File: src/rtl/icache_pkg.sv
// Shared definitions for the direct-mapped instruction cache:
// FSM state encoding, address-field width helpers and AXI burst lengths.
package icache_pkg;

    typedef enum logic [2:0] {
        S_IDLE,
        S_LOOKUP,
        S_MISS_AR,
        S_MISS_R,
        S_RESP
    } state_t;

    // Single-beat AXI burst (arlen is beats minus one)
    localparam logic [7:0] LEN_SINGLE = 8'd0;

    // Byte-offset field width: word select plus the two byte bits
    function automatic int offset_w(input int words_per_line);
        return $clog2(words_per_line) + 2;
    endfunction

    // Line index width; zero for a single-line cache
    function automatic int index_w(input int num_lines);
        return $clog2(num_lines);
    endfunction

    // Remaining upper address bits form the tag
    function automatic int tag_w(input int num_lines, input int words_per_line);
        return 32 - offset_w(words_per_line) - index_w(num_lines);
    endfunction

    // Burst length for a whole-line refill
    function automatic logic [7:0] fill_len(input int words_per_line);
        return 8'(words_per_line - 1);
    endfunction

endpackage

File: src/rtl/icache_tag_array.sv
// Valid bits and tags for the direct-mapped instruction cache.
// Combinational indexed read, one write port, and a flush that clears
// every valid bit in a single cycle and takes priority over a write.
module icache_tag_array #(
    parameter int NUM_LINES = 4,
    parameter int IDX_W     = 2,
    parameter int TAG_W     = 26
) (
    input  logic             clk,
    input  logic             rst,
    input  logic             flush,
    input  logic [IDX_W-1:0] rd_idx,
    output logic             rd_valid,
    output logic [TAG_W-1:0] rd_tag,
    input  logic             wr_en,
    input  logic [IDX_W-1:0] wr_idx,
    input  logic [TAG_W-1:0] wr_tag
);

    logic [NUM_LINES-1:0] valid;
    logic [TAG_W-1:0]     tags [NUM_LINES];

    // Valid bits: cleared by reset or flush, set when a line fill completes
    always_ff @(posedge clk) begin
        if (rst) begin
            valid <= '0;
        end else if (flush) begin
            valid <= '0;
        end else if (wr_en) begin
            valid[wr_idx] <= 1'b1;
        end
    end

    // Tag storage carries no reset; a tag is only meaningful under its valid bit
    always_ff @(posedge clk) begin
        if (wr_en) begin
            tags[wr_idx] <= wr_tag;
        end
    end

    assign rd_valid = valid[rd_idx];
    assign rd_tag   = tags[rd_idx];

endmodule

File: src/rtl/icache_dm_multi.sv
// Direct-mapped instruction cache, NUM_LINES lines of WORDS_PER_LINE words.
// Misses refill a whole line with an incrementing AXI burst; addresses whose
// top byte equals BYPASS_TAG are passed through as single-beat reads.
// A rising edge on fence_i_i invalidates every line.
// Optional build macro ICACHE_PERF_EN adds hit/miss/bypass counters.
module icache_dm_multi
    import icache_pkg::*;
#(
    parameter int         NUM_LINES      = 4,
    parameter int         WORDS_PER_LINE = 4,
    parameter logic [7:0] BYPASS_TAG     = 8'h0f
) (
    input  logic        clk,
    input  logic        rst,
    input  logic        fence_i_i,
    input  logic        cpu_arvalid_i,
    output logic        cpu_arready_o,
    input  logic [31:0] cpu_araddr_i,
    output logic        cpu_rvalid_o,
    input  logic        cpu_rready_i,
    output logic [31:0] cpu_rdata_o,
    output logic        axi_arvalid_o,
    input  logic        axi_arready_i,
    output logic [31:0] axi_araddr_o,
    output logic [7:0]  axi_arlen_o,
    input  logic        axi_rvalid_i,
    output logic        axi_rready_o,
    input  logic [31:0] axi_rdata_i,
    input  logic        axi_rlast_i,
`ifdef ICACHE_PERF_EN
    output logic [31:0] hit_cnt_o,
    output logic [31:0] miss_cnt_o,
    output logic [31:0] bypass_cnt_o,
`endif
    output logic        icache_flush_done_o
);

    localparam int OFFSET_W = offset_w(WORDS_PER_LINE);
    localparam int INDEX_W  = index_w(NUM_LINES);
    localparam int TAG_W    = tag_w(NUM_LINES, WORDS_PER_LINE);
    localparam int IDX_W    = (INDEX_W > 0) ? INDEX_W : 1;
    localparam int WORD_W   = OFFSET_W - 2;
    localparam int DA_W     = IDX_W + WORD_W;

    state_t              state;
    logic                fence_d;
    logic                fence_pulse;
    logic                flush_pending;
    logic [31:0]         req_addr;
    logic                req_bypass;
    logic [IDX_W-1:0]    req_idx;
    logic [TAG_W-1:0]    req_tag;
    logic [WORD_W-1:0]   req_word;
    logic [WORD_W-1:0]   beat_cnt;
    logic [31:0]         resp_data;
    logic                line_valid;
    logic [TAG_W-1:0]    line_tag;
    logic                hit;
    logic                req_fire;
    logic                beat_fire;
    logic                fill_done;
    logic                tag_wr_en;
    logic [DA_W-1:0]     rd_addr;
    logic [DA_W-1:0]     wr_addr;
    logic [31:0]         data_mem [NUM_LINES*WORDS_PER_LINE];

    // Address fields of the latched request
    assign req_tag  = req_addr[31 -: TAG_W];
    assign req_word = req_addr[OFFSET_W-1:2];

    generate
        if (INDEX_W > 0) begin : g_idx
            assign req_idx = req_addr[OFFSET_W +: IDX_W];
        end else begin : g_no_idx
            assign req_idx = '0;
        end
    endgenerate

    assign fence_pulse         = fence_i_i & ~fence_d;
    assign icache_flush_done_o = fence_pulse;

    assign cpu_arready_o = (state == S_IDLE) & ~fence_i_i;
    assign cpu_rdata_o   = resp_data;

    assign req_fire  = cpu_arvalid_i & cpu_arready_o;
    assign hit       = ~req_bypass & line_valid & (line_tag == req_tag);
    assign beat_fire = (state == S_MISS_R) & axi_rvalid_i & axi_rready_o;
    assign fill_done = beat_fire & (req_bypass | axi_rlast_i);

    // A fence seen during the fill (or on its last beat) keeps the line invalid
    assign tag_wr_en = fill_done & ~req_bypass & ~flush_pending & ~fence_pulse;

    assign rd_addr = {req_idx, req_word};
    assign wr_addr = {req_idx, beat_cnt};

    icache_tag_array #(
        .NUM_LINES (NUM_LINES),
        .IDX_W     (IDX_W),
        .TAG_W     (TAG_W)
    ) u_tag_array (
        .clk      (clk),
        .rst      (rst),
        .flush    (fence_pulse),
        .rd_idx   (req_idx),
        .rd_valid (line_valid),
        .rd_tag   (line_tag),
        .wr_en    (tag_wr_en),
        .wr_idx   (req_idx),
        .wr_tag   (req_tag)
    );

    // Control FSM with registered handshake outputs
    always_ff @(posedge clk) begin
        if (rst) begin
            state         <= S_IDLE;
            fence_d       <= 1'b0;
            flush_pending <= 1'b0;
            beat_cnt      <= '0;
            axi_arvalid_o <= 1'b0;
            axi_rready_o  <= 1'b0;
            cpu_rvalid_o  <= 1'b0;
        end else begin
            fence_d <= fence_i_i;

            if (fill_done) begin
                flush_pending <= 1'b0;
            end else if (fence_pulse && (state == S_MISS_AR || state == S_MISS_R)) begin
                flush_pending <= 1'b1;
            end

            case (state)
                S_IDLE: begin
                    if (req_fire) begin
                        state <= S_LOOKUP;
                    end
                end
                S_LOOKUP: begin
                    if (hit) begin
                        cpu_rvalid_o <= 1'b1;
                        state        <= S_RESP;
                    end else begin
                        axi_arvalid_o <= 1'b1;
                        state         <= S_MISS_AR;
                    end
                end
                S_MISS_AR: begin
                    if (axi_arready_i) begin
                        axi_arvalid_o <= 1'b0;
                        axi_rready_o  <= 1'b1;
                        beat_cnt      <= '0;
                        state         <= S_MISS_R;
                    end
                end
                S_MISS_R: begin
                    if (beat_fire) begin
                        beat_cnt <= beat_cnt + WORD_W'(1);
                        if (fill_done) begin
                            axi_rready_o <= 1'b0;
                            cpu_rvalid_o <= 1'b1;
                            state        <= S_RESP;
                        end
                    end
                end
                S_RESP: begin
                    if (cpu_rready_i) begin
                        cpu_rvalid_o <= 1'b0;
                        state        <= S_IDLE;
                    end
                end
                default: begin
                    state <= S_IDLE;
                end
            endcase
        end
    end

    // Datapath: request latch, AXI address/len, line data and response buffer
    always_ff @(posedge clk) begin
        if (state == S_IDLE && req_fire) begin
            req_addr   <= cpu_araddr_i;
            req_bypass <= (cpu_araddr_i[31:24] == BYPASS_TAG);
        end
        if (state == S_LOOKUP) begin
            resp_data    <= data_mem[rd_addr];
            axi_araddr_o <= req_bypass ? req_addr
                                       : {req_addr[31:OFFSET_W], {OFFSET_W{1'b0}}};
            axi_arlen_o  <= req_bypass ? LEN_SINGLE : fill_len(WORDS_PER_LINE);
        end
        if (beat_fire) begin
            if (!req_bypass) begin
                data_mem[wr_addr] <= axi_rdata_i;
            end
            if (req_bypass || beat_cnt == req_word) begin
                resp_data <= axi_rdata_i;
            end
        end
    end

`ifdef ICACHE_PERF_EN
    logic [31:0] hit_cnt;
    logic [31:0] miss_cnt;
    logic [31:0] bypass_cnt;

    // Lookup outcome counters survive reset and flush, wrapping at 2^32
    always_ff @(posedge clk) begin
        if (state == S_LOOKUP) begin
            if (hit) begin
                hit_cnt <= hit_cnt + 32'd1;
            end else if (req_bypass) begin
                bypass_cnt <= bypass_cnt + 32'd1;
            end else begin
                miss_cnt <= miss_cnt + 32'd1;
            end
        end
    end

    assign hit_cnt_o    = hit_cnt;
    assign miss_cnt_o   = miss_cnt;
    assign bypass_cnt_o = bypass_cnt;
`endif

endmodule
File: config.mk
export PLATFORM = sky130hd
export DESIGN_NAME = icache_dm_multi
export DESIGN_NICKNAME = d
export VERILOG_FILES = /design/src/rtl/icache_pkg.sv /design/src/rtl/icache_tag_array.sv /design/src/rtl/icache_dm_multi.sv
export SDC_FILE = /design/constraint.sdc
export NUM_CORES = 1
export LEC_CHECK = 0
export BUFFER_PORTS_ARGS = -buffer_cell sky130_fd_sc_hd__buf_2
export CORE_ASPECT_RATIO = 2
export CORE_UTILIZATION = 35
export CTS_CLUSTER_SIZE = 10
export DETAILED_ROUTE_END_ITERATION = 8
export RECOVER_POWER = 50
export SLEW_MARGIN = 20
export SYNTH_ARGS = -nofsm -noshare
export SYNTH_HDL_FRONTEND = slang
export SYNTH_SLANG_ARGS = --single-unit
File: constraint.sdc
create_clock -name clk -period 8.45 [get_ports clk]
set_input_delay 0.4225 -clock clk [delete_from_list [all_inputs] [get_ports clk]]
set_output_delay 0.4225 -clock clk [all_outputs]
set_load 0.01 [all_outputs]
# Yosys cells after proc, flatten, opt, wreduce, memory -nomap -nowiden
# Memories as Yosys holds them, arrays and structs flattened. A register that Yosys moved wholly into a read port is not among the register bits.
# Cells that the tools add are included.
[classes] mux=37 n_bitwise=18 n_addsub=1 magnitude_cmp=2 reduce_logical=16 eq_ne=14
[op_table] op="$mux W32" count=3
[op_table] op="$eq A26 B26 Y1" count=1
[op_table] op="$mux W3" count=6
[op_table] op="$mux W1" count=16
[op_table] op="$pmux W3 S5" count=1
[op_table] op="$ne A2 B2 Y1 const B" count=7
[op_table] op="$and A1 B1 Y1" count=11
[op_table] op="$reduce_and A5 Y1" count=2
[op_table] op="$eq A8 B4 Y1 const B" count=1
[op_table] op="$mux W2" count=4
[op_table] op="$eq A3 B2 Y1 const B" count=2
[op_table] op="$reduce_and A3 Y1" count=2
[op_table] op="$not A1 Y1" count=5
[op_table] op="$mux W4" count=1
[op_table] op="$or A4 B4 Y4" count=1
[op_table] op="$pmux W1 S2" count=2
[op_table] op="$pmux W2 S2" count=1
[op_table] op="$reduce_and A4 Y1" count=1
[op_table] op="$reduce_bool A2 Y1" count=2
[op_table] op="$reduce_or A2 Y1" count=2
[op_table] op="$eq A3 B1 Y1 const B" count=1
[op_table] op="$eq A3 B3 Y1 const B" count=1
[op_table] op="$logic_and A1 B1 Y1" count=3
[op_table] op="$logic_not A3 Y1" count=1
[op_table] op="other kinds (10)" count=11
[totals] ram_bits=616 regBits=119 memories=2
[mem_list] memory="data_mem" words=16 width=32 read_ports=1 rd_ports_with_merged_regs=1 write_ports=1 line="icache_dm_multi.sv:65" source="logic [31:0] data_mem [NUM_LINES*WORDS_PER_LINE];"
[mem_list] memory="u_tag_array.tags" words=4 width=26 read_ports=1 rd_ports_with_merged_regs=1 write_ports=1 line="icache_tag_array.sv:21" source="logic [TAG_W-1:0] tags [NUM_LINES];"

# Logic depth before layout (Yosys ltp)
# Gate-level depths: netlist of the first run.
[depth] depth_word=9 mapped_depth=9 ltp_nobuf=6

# Hierarchy
# Synthesis of the first run repeated with hierarchy kept, for this count alone.
[unflattened] hier_cells=1297 hier_area_um2=27495.1
[by_module_without_submodules] mod="icache_dm_multi" cells_each=1147 area_per_inst_um2=23526.3 instances=1
[by_module_without_submodules] mod="icache_tag_array" cells_each=150 area_per_inst_um2=3968.8 instances=1

# Least setup slack after synthesis of the first run
# No wires, ideal clock.
[synth_timing] kind="register to register" start="register state[2]" end="memory u_tag_array.tags[0][0], enable pin" setup_ns=0.444 synth_period_minus_slack_ns=3.991 slack_ns=4.459 arrival_ns=3.547 path_stages_with_launch=7 required_time_ns=8.006 path_cell_list="dfxtp_1 clkbuf_1 nor2b_1 nand4_1 or2_2 or4_1 nor3_1"
[synth_between] elab_chain_len=9
[synth_lines] item="from (decl)" line="icache_dm_multi.sv:45" source="state_t state;"
[synth_lines] item="from (signal assigned)" line="icache_dm_multi.sv:115" source="state <= S_IDLE;"
[synth_lines] item="from (signal assigned)" line="icache_dm_multi.sv:134" source="state <= S_LOOKUP;"
[synth_lines] item="from (signal assigned)" line="icache_dm_multi.sv:140" source="state <= S_RESP;"
[synth_lines] item="$eq A3 B2 Y1" line="icache_dm_multi.sv:87" source="assign beat_fire = (state == S_MISS_R) & axi_rvalid_i & axi_rready_o;"
[synth_lines] item="$and A1 B1 Y1 (2 in series)" line="icache_dm_multi.sv:87"
[synth_lines] item="$and A1 B1 Y1" line="icache_dm_multi.sv:88" source="assign fill_done = beat_fire & (req_bypass | axi_rlast_i);"
[synth_lines] item="$and A1 B1 Y1 (3 in series)" line="icache_dm_multi.sv:91" source="assign tag_wr_en = fill_done & ~req_bypass & ~flush_pending & ~fence_pulse;"
[synth_lines] item="$mux W1" line="icache_tag_array.sv:36" source="if (wr_en) begin"
[synth_lines] item="$mux W1 (implied by the code)" line="icache_tag_array.sv:37" source="tags[wr_idx] <= wr_tag;"
[synth_lines] item="to (decl)" line="icache_tag_array.sv:21"
# Every way passes these cells.

==> metrics.md, run 1 <==
| Metric | Value |
|---|---|
| Utilization after layout | 0.415 |
| Crit path max-delay cell type | dfxtp_4 |
| DRT iter0 DRCs | 879 |
| Clock Path Buffers | 3 |
| # hold bufs at CTS | 31 |
| Critical Path AT | 3800 ps |
| GRT Total Usage | 0.160 |
| Final Hold Viols | 0 |
| Commonest cells after routing, fill and taps aside | edfxtp_1 (682), mux4_2 (175), clkbuf_1 (161), clkbuf_16 (84), mux2i_1 (52) |
| Crit-path max FO | 65 |
| Post-Syn Area | 0.0276 mm^2 |
| I/O Buffers | 142 |
| Setup Viol. Count Final | 0 |
| Crit end category | flip-flop |
| # clock sinks | between 700 and 800 |
| Io pins | 149 |
| Register area share after synthesis | 0.778 |
| Status | completed |
| Via count | 13000 |
| CP dominant cell by count | mux4_2 |
| Initial antenna violation count | 4 |
| Critical path cell sequence | buf_4 -> mux4_2 -> mux4_2 -> mux2i_1 -> o21ai_0 |
| DR vias/cell | 5.05 |
| Crit start category | flip-flop |
| Top delay family on crit path | multiplexers |
| Max cap viols | 0 |
| Yosys reg bits | 732 |
| EDFF count, synth | around 680 |
| DRT Pass-1 Iters | 4 |
| Layout cells sized above 1 | 0.238 |
| # nets final | around 1600 |
| Critical Path RT | just under 9000 ps |
| Slew Viols, Final | 0 |
| CTS Buf Count | between 80 and 90 |
| Yosys Warn Count | 0 |
| Mean Syn Cell Area | 22.0 um^2 |
| Crit share post-route | 0.391 |
| Synth-to-Final Area Change | 17.2% |
| Pleak | around 0.01 uW |
| WL/cell | ~24 um |
| Core area | 0.0780 mm^2 |
| DRT Wirelength | between 60000 and 70000 um |
| Worst Hold Class | input pin to flip-flop |
| Starting Density | 0.354 |
| WP buf/inv | 1 |
| Most used DFF post-synth | edfxtp_1 |
| Global-route wire length before repair | around 93000 um |
| Max_slew headroom | 0.310 |
| FP Rows | 145 |
| DRT antenna net count | 0 |
| Htree depth | 3 |
| Slew @ Worst Pin | 1030 ps |
| Kind of critical path | flip-flop to flip-flop |
| Full die area | roughly 0.08 mm^2 |
| GRT overflow | 0 |
| Pwr per Cell Area | ~260 mW/mm^2 |
| # resized after CTS | 0 |
| Vias in the first global route | 14300 |
| CTS tree | built |
| Root Driver | clkbuf_16 |
| Count of different cell masters after synthesis | 46 |
| Chip width | 201 um |
| Cells after Synth | approximately 1300 |
| Setup TNS | 0 ps |
| Detailed Place HPWL | 33900 um |
| DRC Markers | 0 |
| Commonest non-fill, non-tap cell in the layout | edfxtp_1 |
| Largest net degree at the start of global routing | 66 |
| Setup Skew | between 30 and 40 ps |
| # fillers | about 6800 |
| GPL Wtd Cong | 0.800 |
| CP peak stage delay | 960 ps |
| Worst-Skew Late Latency | 650 ps |
| RSZ-0062 raised after global routing | no |
| Tmin final | 3300 ps |
| Clk slew on worst S/H paths | ~60 ps |
| Asr flop ratio synth | 0 |
| Post-CTS Setup Bufs | 0 |
| Max VDD drop | roughly 0.15 mV |
| Highest Clock Rate | between 0.3 and 0.4 GHz |
| Antenna cells | 0 |
| Die Span Y | 399 um |
-- per-layer routing --
layer  global-route usage  part of all wire  vias up
met2                0.292              0.54      383
met5                    0           0.00073        -
met4               0.0652             0.028        8
met3               0.0304             0.053      105
li1                     -                 -     5643
met1                0.182              0.38     6859
-- per-stage QoR --
step | setup slack [ps] | hold WS (ps) | power (uW) | instances | area (um^2)
floorplan | 4460 | 424 | 4810 | 1259 | 27600
global placement | 5030 | 441 | 5150 | 2394 | 29700
detailed placement | 5010 | 459 | 5160 | 2394 | 29700
CTS | 5000 | 3.10 | 8470 | 2572 | 32500
global route | 4800 | 36.5 | 8650 | 2572 | 32400
finish | 5150 | 35.5 | 8340 | 2572 | 32400
-- synth_stat cells, drive strengths merged, types with 3 or more instances --
| cell | instances | area share |
|---|---|---|
| edfxtp | 682 | 0.74 |
| mux4 | 176 | 0.14 |
| mux2i | 52 | 0.019 |
| dfxtp | 50 | 0.036 |
| nand2 | 43 | 0.0058 |
| buf | 39 | 0.0075 |
| o21ai | 34 | 0.0062 |
| clkbuf | 26 | 0.0035 |
| nor2 | 24 | 0.0033 |
| xnor2 | 17 | 0.0054 |
| xor2 | 12 | 0.0038 |
| nand3 | 11 | 0.0020 |
| inv | 10 | 0.0014 |
| a21oi | 9 | 0.0016 |
| mux2 | 7 | 0.0029 |
| nor3 | 7 | 0.0013 |
| nand4 | 5 | 0.0011 |
| nor2b | 5 | 0.0011 |
| a31oi | 4 | 0.00091 |
| and2 | 4 | 0.00091 |
| ha | 4 | 0.0018 |
| o21a | 4 | 0.0011 |
| o221ai | 4 | 0.0013 |
| nand3b | 3 | 0.00082 |
| o22ai | 3 | 0.00068 |
-- layout make-up --
cell class | instances | area (um^2) | share of cell area
tap | 1029 | 1290 | 0.0398
sequential | 732 | 21500 | 0.664
multi-input combinational | 452 | 5950 | 0.184
timing repair buffer | 202 | 1110 | 0.0342
clock inverter | 7 | 165 | 0.00510
inverter | 10 | 37.5 | 0.00116
clock buffer | 140 | 2320 | 0.0718
-- state kept, by name (all words and copies together) (netlist names), named ones only --
| signal | flops |
|---|---|
| fence_d | 1 |
| req_addr | 32 |
| u_tag_array.tags | 104 |
| cpu_rdata_o | 32 |
| axi_rready_o | 1 |
| u_tag_array.valid | 4 |
| cpu_rvalid_o | 1 |
| axi_arlen_o | 1 |
| state | 3 |
| axi_araddr_o | 32 |
| axi_arvalid_o | 1 |
| data_mem | 512 |
| flush_pending | 1 |
| beat_cnt | 2 |
| req_bypass | 1 |
-- where the power goes --
| part | internal [uW] | leakage, uW | total (uW) | switching [uW] |
|---|---|---|---|---|
| combinational | 387 | 0.00231 | 795 | 408 |
| clock | 1880 | 0.00117 | 3290 | 1400 |
| sequential | 4100 | 0.00656 | 4260 | 155 |
| total | 6370 | 0.0100 | 8340 | 1970 |
-- cell families after synthesis --
| group | share of synthesized area |
|---|---|
| muxes | 0.165 |
| DFF | 0.778 |
| other | 0.000136 |
| adders and majority gates | 0.00181 |
| and+or+nand+nor | 0.0187 |
| AOI/OAI and AO/OA | 0.0146 |
| buffers and inverters | 0.0124 |
| xor gates and xnor gates | 0.00920 |
-- path summary, 6_finish.rpt --
check,endpoint,startpoint,depth (start not counted),slack (ps)
hold / removal,fence_d,fence_i_i,2,40
setup reg to reg,cpu_rdata_o[20],flip-flop,5,5150
setup / recovery,cpu_rdata_o[20],flip-flop,5,5150
hold reg to reg,u_tag_array.valid[3],u_tag_array.valid[3],1,480
No activity file was read; power rests on OpenSTA's default activity.
==> run 2: changes to the inputs <==
--- a/config.mk
+++ b/config.mk
@@ -5,6 +5,7 @@
 export SDC_FILE = /design/constraint.sdc
 export NUM_CORES = 1
 export LEC_CHECK = 0
+export ABC_AREA = 1
 export BUFFER_PORTS_ARGS = -buffer_cell sky130_fd_sc_hd__buf_2
 export CORE_ASPECT_RATIO = 2
 export CORE_UTILIZATION = 35
==> constraint.sdc (replaced) <==
create_clock -name clk -period 3.2 [get_ports clk]
set_input_delay 0.16 -clock clk [delete_from_list [all_inputs] [get_ports clk]]
set_output_delay 0.16 -clock clk [all_outputs]
set_load 0.01 [all_outputs]
==> metrics.md, run 2 <==
| Metric | Value |
|---|---|
| Starting Density | 0.355 (+0.000533) |
| Crit start category | flip-flop |
| DR vias/cell | 5.22 (+3.4%) |
| Crit-path max FO | 62 (-4.6%) |
| Worst Hold Class | input pin to flip-flop |
| # clock sinks | 732 (unchanged) |
| Crit share post-route | 0.820 (+0.429) |
| Clock Path Buffers | 3 (unchanged) |
| Core area | 0.0804 mm^2 (+3.0%) |
| Count of different cell masters after synthesis | 37 (-20%) |
| Max VDD drop | 0.356 mV (+130%) |
| Post-Syn Area | 0.0285 mm^2 (+3.2%) |
| Most used DFF post-synth | edfxtp_1 |
| Detailed Place HPWL | 44400 um (+31%) |
| Commonest non-fill, non-tap cell in the layout | edfxtp_1 |
| Largest Register | data_mem |
| Max cap viols | 0 (unchanged) |
| GRT Total Usage | 0.182 (+0.0225) |
| DRT antenna net count | 0 (unchanged) |
| Number of flip-flops in the largest register | 512 (unchanged) |
| Non-filler cells, final | 3567 (+39%) |
| Layout cells sized above 1 | 0.0876 (-0.150) |
| Htree depth | 3 (unchanged) |
| Root Driver | clkbuf_16 |
| Full die area | 0.0826 mm^2 (+3.2%) |
| Cells after Synth | 2252 (+80%) |
| Mean Syn Cell Area | 12.7 um^2 (-43%) |
| DRT iter0 DRCs | 1315 (+50%) |
| Most common cell in the netlist | edfxtp_1 |
| Yosys reg bits | 732 (unchanged) |
| Crit end category | flip-flop |
| Slew @ Worst Pin | 955 ps (-79.3 ps) |
| Vias in the first global route | 19000 (+33%) |
| GR met3 Demand/Resource | 0.0303 (-0.000123) |
| FP Rows | 147 (+1.4%) |
| Yosys Warn Count | 0 (unchanged) |
| # nets final | 2542 (+63%) |
| CTS tree | built |
| Setup TNS | 0 ps (unchanged) |
| Die Span Y | 406 um (+1.6%) |
| Initial antenna violation count | 2 (-2) |
| Io pins | 149 (unchanged) |
| Chip width | 204 um (+1.6%) |
| Commonest cells post-synth | edfxtp_1 (682), nor2_1 (412), o21ai_0 (300) |
| DRC Markers | 0 (unchanged) |
| Global-route wire length before repair | 113000 um (+21%) |
| Synth top area cells | edfxtp_1 (72%), nor2_1 (5.4%), o21ai_0 (5.3%), nand2_1 (3.7%), dfxtp_1 (3.5%) |
| GRT Max-Usage Layer | met2 |
| Commonest cells after routing, fill and taps aside | edfxtp_1 (682), nor2_1 (392), o21ai_0 (300), nand2_1 (282), clkbuf_1 (154) |
| Final Hold Viols | 0 (unchanged) |
| Pwr per Cell Area | 755 mW/mm^2 (+190%) |
| Clk slew on worst S/H paths | 60 ps (about the same) |
| EDFF count, synth | 682 (unchanged) |
| GPL Wtd Cong | 0.823 (+2.8%) |
| RSZ-0062 raised after global routing | no |
| Status | completed |
| Critical Path AT | 3130 ps (-670 ps) |
| Largest net degree at the start of global routing | 132 (+100%) |
| Via count | 18600 (+43%) |
| Register area share after synthesis | 0.754 (-0.0240) |
| Synth-to-Final Area Change | 18.2% |
| Max_slew headroom | 0.363 (+0.0529) |
| I/O Buffers | 142 (unchanged) |
| Pleak | 0.0112 uW (+11%) |
| Top-area cell type share of the netlist area | 0.719 (-0.0229) |
| WL/cell | 21.0 um (-14%) |
| Post-CTS Setup Bufs | 0 (unchanged) |
| Slew Viols, Final | 0 (unchanged) |
| Kind of critical path | flip-flop to flip-flop |
| Highest Clock Rate | 0.381 GHz (+26%) |
| Setup Viol. Count Final | 0 (unchanged) |
| Asr flop ratio synth | 0 (unchanged) |
| GRT overflow | 0 (unchanged) |
| DRT Pass-1 Iters | 7 (+3) |
| Setup Skew | 38.0 ps (+2.00 ps) |
| Tmin final | 2630 ps (-678 ps) |
| Placed cells | 3352 (+40%) |
| Yosys top cell by area | edfxtp_1 |
| M2 GR Usage | 0.338 (+0.0466) |
| CTS Buf Count | 83 (unchanged) |
| Critical Path RT | 3710 ps (-5230 ps) |
| DRT Wirelength | 75000 um (+20%) |
| Top Registers | data_mem (512), u_tag_array.tags (104) |
| Met1 track demand over resource | 0.197 (+0.0149) |
| Worst-Skew Late Latency | 670 ps (+20 ps) |
==> run 2: cell types whose count changed after synthesis, moves of 35 or more <==
cell / change
o22ai_1: +149
mux2i_1: -52
o21ai_0: +266
nand3_1: +64
nor2_1: +388
clkbuf_1: +50
inv_1: +35
mux4_2: -175
nand2_1: +240
==> run 2: logic make-up (layout without fill, tap and decap cells) <==
logic type	after synthesis	after routing	synth area share
flops	732	732	0.754
xor+xnor	4	4	0.00123
compound gates	525	525	0.101
simple gates	791	791	0.110
other cells	1	7	0.000132
buf+inv	195	461	0.0319
fa+ha+maj	4	4	0.00176
==> run 2: per-layer routing <==
| metal | part of all wire | vias to the layer above |
|---|---|---|
| li1 | - | 8583 |
| met1 | 0.37 | 9237 |
| met2 | 0.54 | 649 |
| met3 | 0.052 | 162 |
| met4 | 0.041 | 2 |
| met5 | 0.00017 | - |
==> run 2: layout make-up <==
type,instances,area (um^2)
diodes,1,2.50
clock buffers,133,2270
clock inverters,9,174
fillers,7325,46700
inverters,52,208
multi-input cells,1330,6270
flip-flops and latches,732,21500
well taps,1043,1310
repair buffers,267,1950
==> run 2: path summary, 6_finish.rpt <==
| path | from | endpoint | slack (ps) | depth (start not counted) |
|---|---|---|---|---|
| hold / removal | cpu_araddr_i[10] | req_addr[10] | 230 | 2 |
| hold reg to reg | u_tag_array.valid[3] | u_tag_array.valid[3] | 480 | 2 |
| setup reg to reg | flip-flop | cpu_rvalid_o | 570 | 14 |
| setup / recovery | flip-flop | cpu_rvalid_o | 570 | 14 |
==> run 2: worst max-delay path, stage by stage (launching register included) <==
cell     delay [ps]
dfxtp_2         340
buf_4           680
nand3_1         230
nand3_1         140
nand2_1          60
inv_1            50
nand2_1          40
nor2_1          260
nand2_1         110
nor2_1          110
nand2_1         110
nand2_2         120
nand2_1          70
nand2_1          90
a21oi_2          50
==> run 2: stage by stage <==
| stage | util | hold slack [ps] | setup slack (ps) | total power, uW | cell area [um^2] |
|---|---|---|---|---|---|
| floorplan | - | 259 | 317 | 15000 | 28500 |
| global placement | 0.381 | 340 | 643 | 16900 | 30600 |
| detailed placement | 0.381 | 339 | 599 | 17000 | 30600 |
| CTS | 0.421 | 180 | 585 | 25700 | 33800 |
| global route | 0.419 | 207 | 416 | 26600 | 33700 |
| finish | 0.419 | 227 | 575 | 25400 | 33700 |
==> run 2: power breakdown <==
part           switching [uW]  internal [uW]
logic                    3690           1690
registers                 413          11000
clock network            3750           4900
total                    7850          17600
==> run 2: repair_timing <==
action | CTS | global route
hold buffers | 72 | 0
gates resized for setup | 0 | 0
endpoints found under the hold margin | 591 | 0
